<file path="config.mk">
export PLATFORM = sky130hd
export DESIGN_NAME = ripple_count_sampler
export DESIGN_NICKNAME = d
export VERILOG_FILES = /design/src/rtl/ripple_count_sampler.sv
export SDC_FILE = /design/constraint.sdc
export NUM_CORES = 1
export LEC_CHECK = 0
export BUFFER_PORTS_ARGS = -buffer_cell sky130_fd_sc_hd__buf_4
export CORE_ASPECT_RATIO = 0.8
export CORE_MARGIN = 4
export CORE_UTILIZATION = 60
export CTS_BUF_LIST = sky130_fd_sc_hd__clkbuf_8
export DETAILED_ROUTE_END_ITERATION = 12
export PLACE_DENSITY = 0.85
export SYNTH_ARGS = -nofsm -noshare
export SYNTH_HDL_FRONTEND = slang
export SYNTH_SLANG_ARGS = --single-unit
</file>
<file path="constraint.sdc">
create_clock -name clk -period 5.1 [get_ports clk]
set_clock_uncertainty 0.15 [all_clocks]
set_input_delay 1.02 -clock clk [delete_from_list [all_inputs] [get_ports clk]]
set_output_delay 1.02 -clock clk [all_outputs]
set_load 0.1 [all_outputs]
</file>
<file path="src/rtl/ripple_count_sampler.sv">
// ripple_count_sampler: resynchronises a rippling counter bus,
// filters it for stability and hands settled values to a consumer.
module ripple_count_sampler #(
    parameter int WIDTH         = 6,
    parameter int STABLE_CYCLES = 3
) (
    input  logic             clk,
    input  logic             clr,
    input  logic [WIDTH-1:0] count_in,
    input  logic [WIDTH-1:0] thresh,
    output logic [WIDTH-1:0] out_count,
    output logic             out_valid,
    input  logic             out_ready,
    output logic             match,
    output logic             wrap,
    output logic             overrun,
    input  logic             ovr_clr
);

    typedef enum logic {
        EMPTY,
        FULL
    } state_t;

    localparam logic [3:0] STABLE = 4'(STABLE_CYCLES);

    logic [WIDTH-1:0] s1;
    logic [WIDTH-1:0] s2;
    logic [WIDTH-1:0] acc_q;
    logic [3:0]       run;
    logic [3:0]       run_n;
    logic             same;
    logic             accept;
    logic             load;
    logic             drop;
    state_t           state;
    state_t           state_n;

    // s1 is the value s2 takes at this edge, so compare it to s2
    always_comb begin
        same   = (s1 == s2);
        run_n  = 4'd0;
        if (same) begin
            run_n = (run == STABLE) ? STABLE : run + 4'd1;
        end
        accept = (run_n == STABLE) && (s1 != acc_q);
    end

    // one-entry buffer: load, hand off, or drop when the consumer stalls
    always_comb begin
        state_n = state;
        load    = 1'b0;
        drop    = 1'b0;
        unique case (state)
            EMPTY: begin
                if (accept) begin
                    load    = 1'b1;
                    state_n = FULL;
                end
            end
            FULL: begin
                if (out_ready) begin
                    if (accept) begin
                        load = 1'b1;
                    end else begin
                        state_n = EMPTY;
                    end
                end else if (accept) begin
                    drop = 1'b1;
                end
            end
            default: state_n = EMPTY;
        endcase
    end

    assign out_valid = (state == FULL);

    // buffer state register
    always_ff @(posedge clk or negedge clr) begin
        if (!clr) begin
            state <= EMPTY;
        end else begin
            state <= state_n;
        end
    end

    // two-flop synchroniser and stability run counter
    always_ff @(posedge clk or negedge clr) begin
        if (!clr) begin
            s1  <= '0;
            s2  <= '0;
            run <= 4'd0;
        end else begin
            s1  <= count_in;
            s2  <= s1;
            run <= run_n;
        end
    end

    // accepted value, event pulses and delivered value
    always_ff @(posedge clk or negedge clr) begin
        if (!clr) begin
            acc_q     <= '0;
            match     <= 1'b0;
            wrap      <= 1'b0;
            out_count <= '0;
        end else begin
            match <= accept && (s1 == thresh);
            wrap  <= accept && (s1 < acc_q);
            if (accept) begin
                acc_q <= s1;
            end
            if (load) begin
                out_count <= s1;
            end
        end
    end

    // sticky overrun; a fresh drop beats a clear in the same cycle
    always_ff @(posedge clk or negedge clr) begin
        if (!clr) begin
            overrun <= 1'b0;
        end else if (drop) begin
            overrun <= 1'b1;
        end else if (ovr_clr) begin
            overrun <= 1'b0;
        end
    end

endmodule

</file>
==> Word-level counts from Yosys, hierarchy flattened <==
Index checks and enable logic that the tools add are counted.
Widths: inputs -> output; s select.
{ "word_totals": {"register_bits": 32, "input_bits": 16, "output_inout_bits": 10, "word_cells": 32} }
{ "op_classes": {"add_sub_neg": 1, "magnitude_cmp": 1, "n_eq_ne": 5, "mux": 11, "bitwise": 1, "n_reduce_logical": 4} }
{ "ops": {"columns": ["cell", "n"], "rows": [
  ["$eq 6x6->1", 2],
  ["$eq 4x2->1 const B", 2],
  ["$mux 4", 2],
  ["$mux 1", 7],
  ["$lt 6x6->1", 1],
  ["$ne 6x6->1", 1],
  ["$add 4x1->4 const B", 1],
  ["$pmux 1 s2", 2],
  ["$logic_and 1x1->1", 3],
  ["$reduce_bool 2->1", 1],
  ["$not 1->1", 1]
]} }

==> Longest topological paths before layout <==
{ "logic_depth": {"depth_word": 9, "mapped_depth": 8} }

==> Worst setup path after synthesis <==
No wires, ideal clock.
{ "synth_timing": {"kind": "register -> register", "from": "register s1[3]", "to": "register out_count[0]", "setup_time_ns": 0.125, "t_arrival_ns": 1.893, "required_time_ns": 4.825, "slack_ns": 2.932, "path_stages_with_launch": 8, "period_less_slack_ns": 2.168, "cell_sequence": "dfrtp_1 ha_1 and4_1 a211oi_1 nand4_2 nand2b_4 buf_6 mux2_4"} }
{ "synth_via": {"elab_chain_cells": 7} }
{ "synth_rtl": {"columns": ["item", "line", "rtl"], "rows": [
  ["from (decl)", "27", "logic [WIDTH-1:0] s1;"],
  ["from (signal assigned)", "94", "s1 <= count_in;"],
  ["$eq 6x6->1", "41", "same = (s1 == s2);"],
  ["$mux 4", "43", "if (same) begin"],
  ["$eq 4x2->1", "46", "accept = (run_n == STABLE) && (s1 != acc_q);"],
  ["$logic_and 1x1->1 (*)", "46", null],
  ["$mux 1 (*)", "56, 63", null],
  ["$mux 1", "62", "if (out_ready) begin"],
  ["$pmux 1 s2 (*)", "54", "unique case (state)"],
  ["to (signal assigned)", "106", "out_count <= '0;"],
  ["to (signal assigned)", "114", "out_count <= s1;"],
  ["to (decl)", "11", "output logic [WIDTH-1:0] out_count,"]
]} }
Every way passes the cells marked *; elsewhere a longest branch is shown, timed or not.
A chain may end at the register's enable or synchronous reset.

==> Final worst setup path <==
{ "layout_timing": {"from": "register s1[3]", "to": "register out_count[1]"} }
Same word-level chain as after synthesis.

==> impl_metrics.json <==
{
  "first_global_vias": 961,
  "htreeDepth": 2,
  "syn_to_final_growth_pct": 19.2,
  "grt_overflow_total": 0,
  "path_buf_inv": 0,
  "cts_buffers": 5,
  "io_pins": 26,
  "cp_max_fo": 12,
  "crit_path_end_kind": "flop",
  "dpl.hpwl_microns": 1900,
  "ant_nets": 0,
  "drc": 0,
  "synth_cell_types": 30,
  "root_buffer": "clkbuf_8",
  "final_cell_mix": "32 x dfrtp_1, 25 x buf_4, 10 x xor2_1",
  "vdd_drop_max_uv": 256,
  "final-setup-viol-count": 0,
  "path_cells": "ha_1, and4_1, a211oi_1, nand4_2, nand2b_4, mux2_4",
  "ctsHoldBuffers": 0,
  "num-nets-final": 158,
  "die_width_microns": 62.3,
  "power_density_mw_per_mm2": 280,
  "p_leak_nw": 0.861,
  "rsz0062_at_grt": "no",
  "grt_start_max_net_pins": 33,
  "slew_headroom": 0.741,
  "post_drt_wl_per_cell_microns": 16.0,
  "num_vias": 856,
  "yosysTopAreaCell": "dfrtp_1",
  "cpPeakStageDelay_ps": 470,
  "drt_wl_total_microns": 2530,
  "place_congestion": 0.798,
  "clkSinkCount": 32,
  "firstDrtPassIters": 2,
  "required_ps": 5110,
  "status": "completed",
  "final_common_cell": "dfrtp_1",
  "ys_seq_elements": 32,
  "fin_crit_sh": 0.499,
  "port_buffers": 25,
  "crit_path_top_delay_cell": "dfrtp_1",
  "clk_pin_slew_ps": 60,
  "cts_tree": "built",
  "layout-drive-gt1-share": 0.353,
  "critPathLaunchType": "flop",
  "arrival_ps": 2550,
  "dieArea_sq_mm": 0.00321,
  "n_antenna_cell": 0,
  "ys_warn_count": 0,
  "yosys.area.top_type_share": 0.565,
  "clkLatencyLatePin_ps": 270,
  "cap_violations": 0,
  "max_slew.worst_pin.slew_ps": 388,
  "synth_cells": 105,
  "min_path_type": "flop to flop",
  "crit_family": "simple AND/OR/NAND/NOR gates",
  "finalHoldViolCount": 0,
  "initial_core_util": 0.646,
  "cts_resized": 0,
  "startpoint": "s1[3]",
  "row_count": 15,
  "post_cts_buffers": 0,
  "period_needed_ps": 2550,
  "slew_violations": 0,
  "setup-tns-final_ps": 0,
  "drt_iter0_markers": 15,
  "avgSynthCellArea_sq_um": 13.5,
  "vias_per_cell": 5.42,
  "yosys-top-cells-area": "dfrtp_1 56%, mux2_4 6.4%, ha_1 6.2%",
  "coreArea_sq_mm": 0.00220,
  "die_h_microns": 51.5,
  "syn_nets": 128,
  "hp-start": "s1[0]",
  "grt_first_pass_wirelength_microns": 4310,
  "reg2reg_from": "s1[3]",
  "antenna_found_initial": 0,
  "fin_hold_ws_ps": 342,
  "syn_area_sq_mm": 0.00142,
  "crit_type": "flop to flop",
  "fmax_mhz": 393,
  "ys_seq_area_frac": 0.565,
  "grt.total_usage": 0.182,
  "cts_buffer_depth": 2
}
-- layer usage --
layer / track usage / up-vias / routed length [microns]
met2: 0.314 / 15 / 1320
met5: 0 / - / 0
met1: 0.209 / 420 / 1060
li1: - / 414 / -
met3: 0.0505 / 7 / 95
met4: 0.0919 / 0 / 49
-- per-stage QoR --
| stage | area, sq um | total power, mW | setup slack (ps) | util | instances |
|---|---|---|---|---|---|
| finish | 1690 | 0.473 | 2550 | 0.769 | 158 |
| global route | 1690 | 0.494 | 2390 | 0.769 | 158 |
| CTS | 1690 | 0.476 | 2520 | 0.769 | 158 |
| detailed placement | 1620 | 0.313 | 2570 | 0.738 | 153 |
| global placement | 1620 | 0.312 | 2640 | 0.738 | 153 |
| floorplan | 1420 | 0.292 | 2930 | - | 105 |
-- cell families (layout without fill, tap and decap cells) --
logic type | after synthesis | in the layout | share of synthesized area
simple gates | 19 | 19 | 0.0927
mux | 11 | 11 | 0.103
xor+xnor | 14 | 14 | 0.0865
fa+ha+maj | 7 | 7 | 0.0618
buf+inv | 11 | 39 | 0.0353
flops | 32 | 32 | 0.565
compound gates | 11 | 11 | 0.0556
-- area by class of cell --
cell class	instances	area, sq um
Sequential cell	32	801
Clock buffer	5	68.8
Multi-Input combinational cell	62	567
Inverter	9	33.8
Tap cell	25	31.3
Timing Repair Buffer	25	188
Fill cell	135	507
-- path summary, 6_finish.rpt --
path,to,depth (start not counted),slack [ps]
hold / removal,s2[0],0,340
min in group asynchronous,s1[3],1,520
max in group asynchronous,s1[5],1,4000
setup reg to reg,out_count[1],6,2550
setup / recovery,out_count[1],6,2550
hold reg to reg,s2[0],0,340
-- flip-flops by register name, summed over array words and instances, names as in the netlist --
name and cells:
wrap 1, s2 6, overrun 1, match 1, out_valid 1, acc_q 6
run 4, s1 6, out_count 6
-- power breakdown --
group | leakage [nW] | internal (mW) | switching (mW) | total (mW)
Sequential | 0.419 | 0.260 | 0.00706 | 0.267
Clock | 0.0359 | 0.0876 | 0.0775 | 0.165
Combinational | 0.406 | 0.0188 | 0.0221 | 0.0408
Total | 0.861 | 0.367 | 0.107 | 0.473
-- cells in the mapped netlist --
cell type / number
nand2_1: 4
o22ai_1: 1
nor2_1: 2
buf_2: 1
nand2b_4: 1
nor4_1: 1
or3b_4: 1
dfrtp_1: 32
xnor2_1: 4
nand3_1: 1
nor2b_1: 1
inv_1: 9
and2_1: 1
ha_1: 7
xor2_1: 10
and4_1: 1
mux2_2: 5
o31ai_2: 1
nand2b_1: 2
o21ai_0: 2
nand3b_1: 1
mux2_4: 6
buf_6: 1
a211oi_1: 1
a21oi_1: 4
nand4_1: 1
nand4_2: 1
a2111oi_2: 1
o21a_1: 1
nor4_2: 1
No activity file was read; power rests on OpenSTA's default activity.
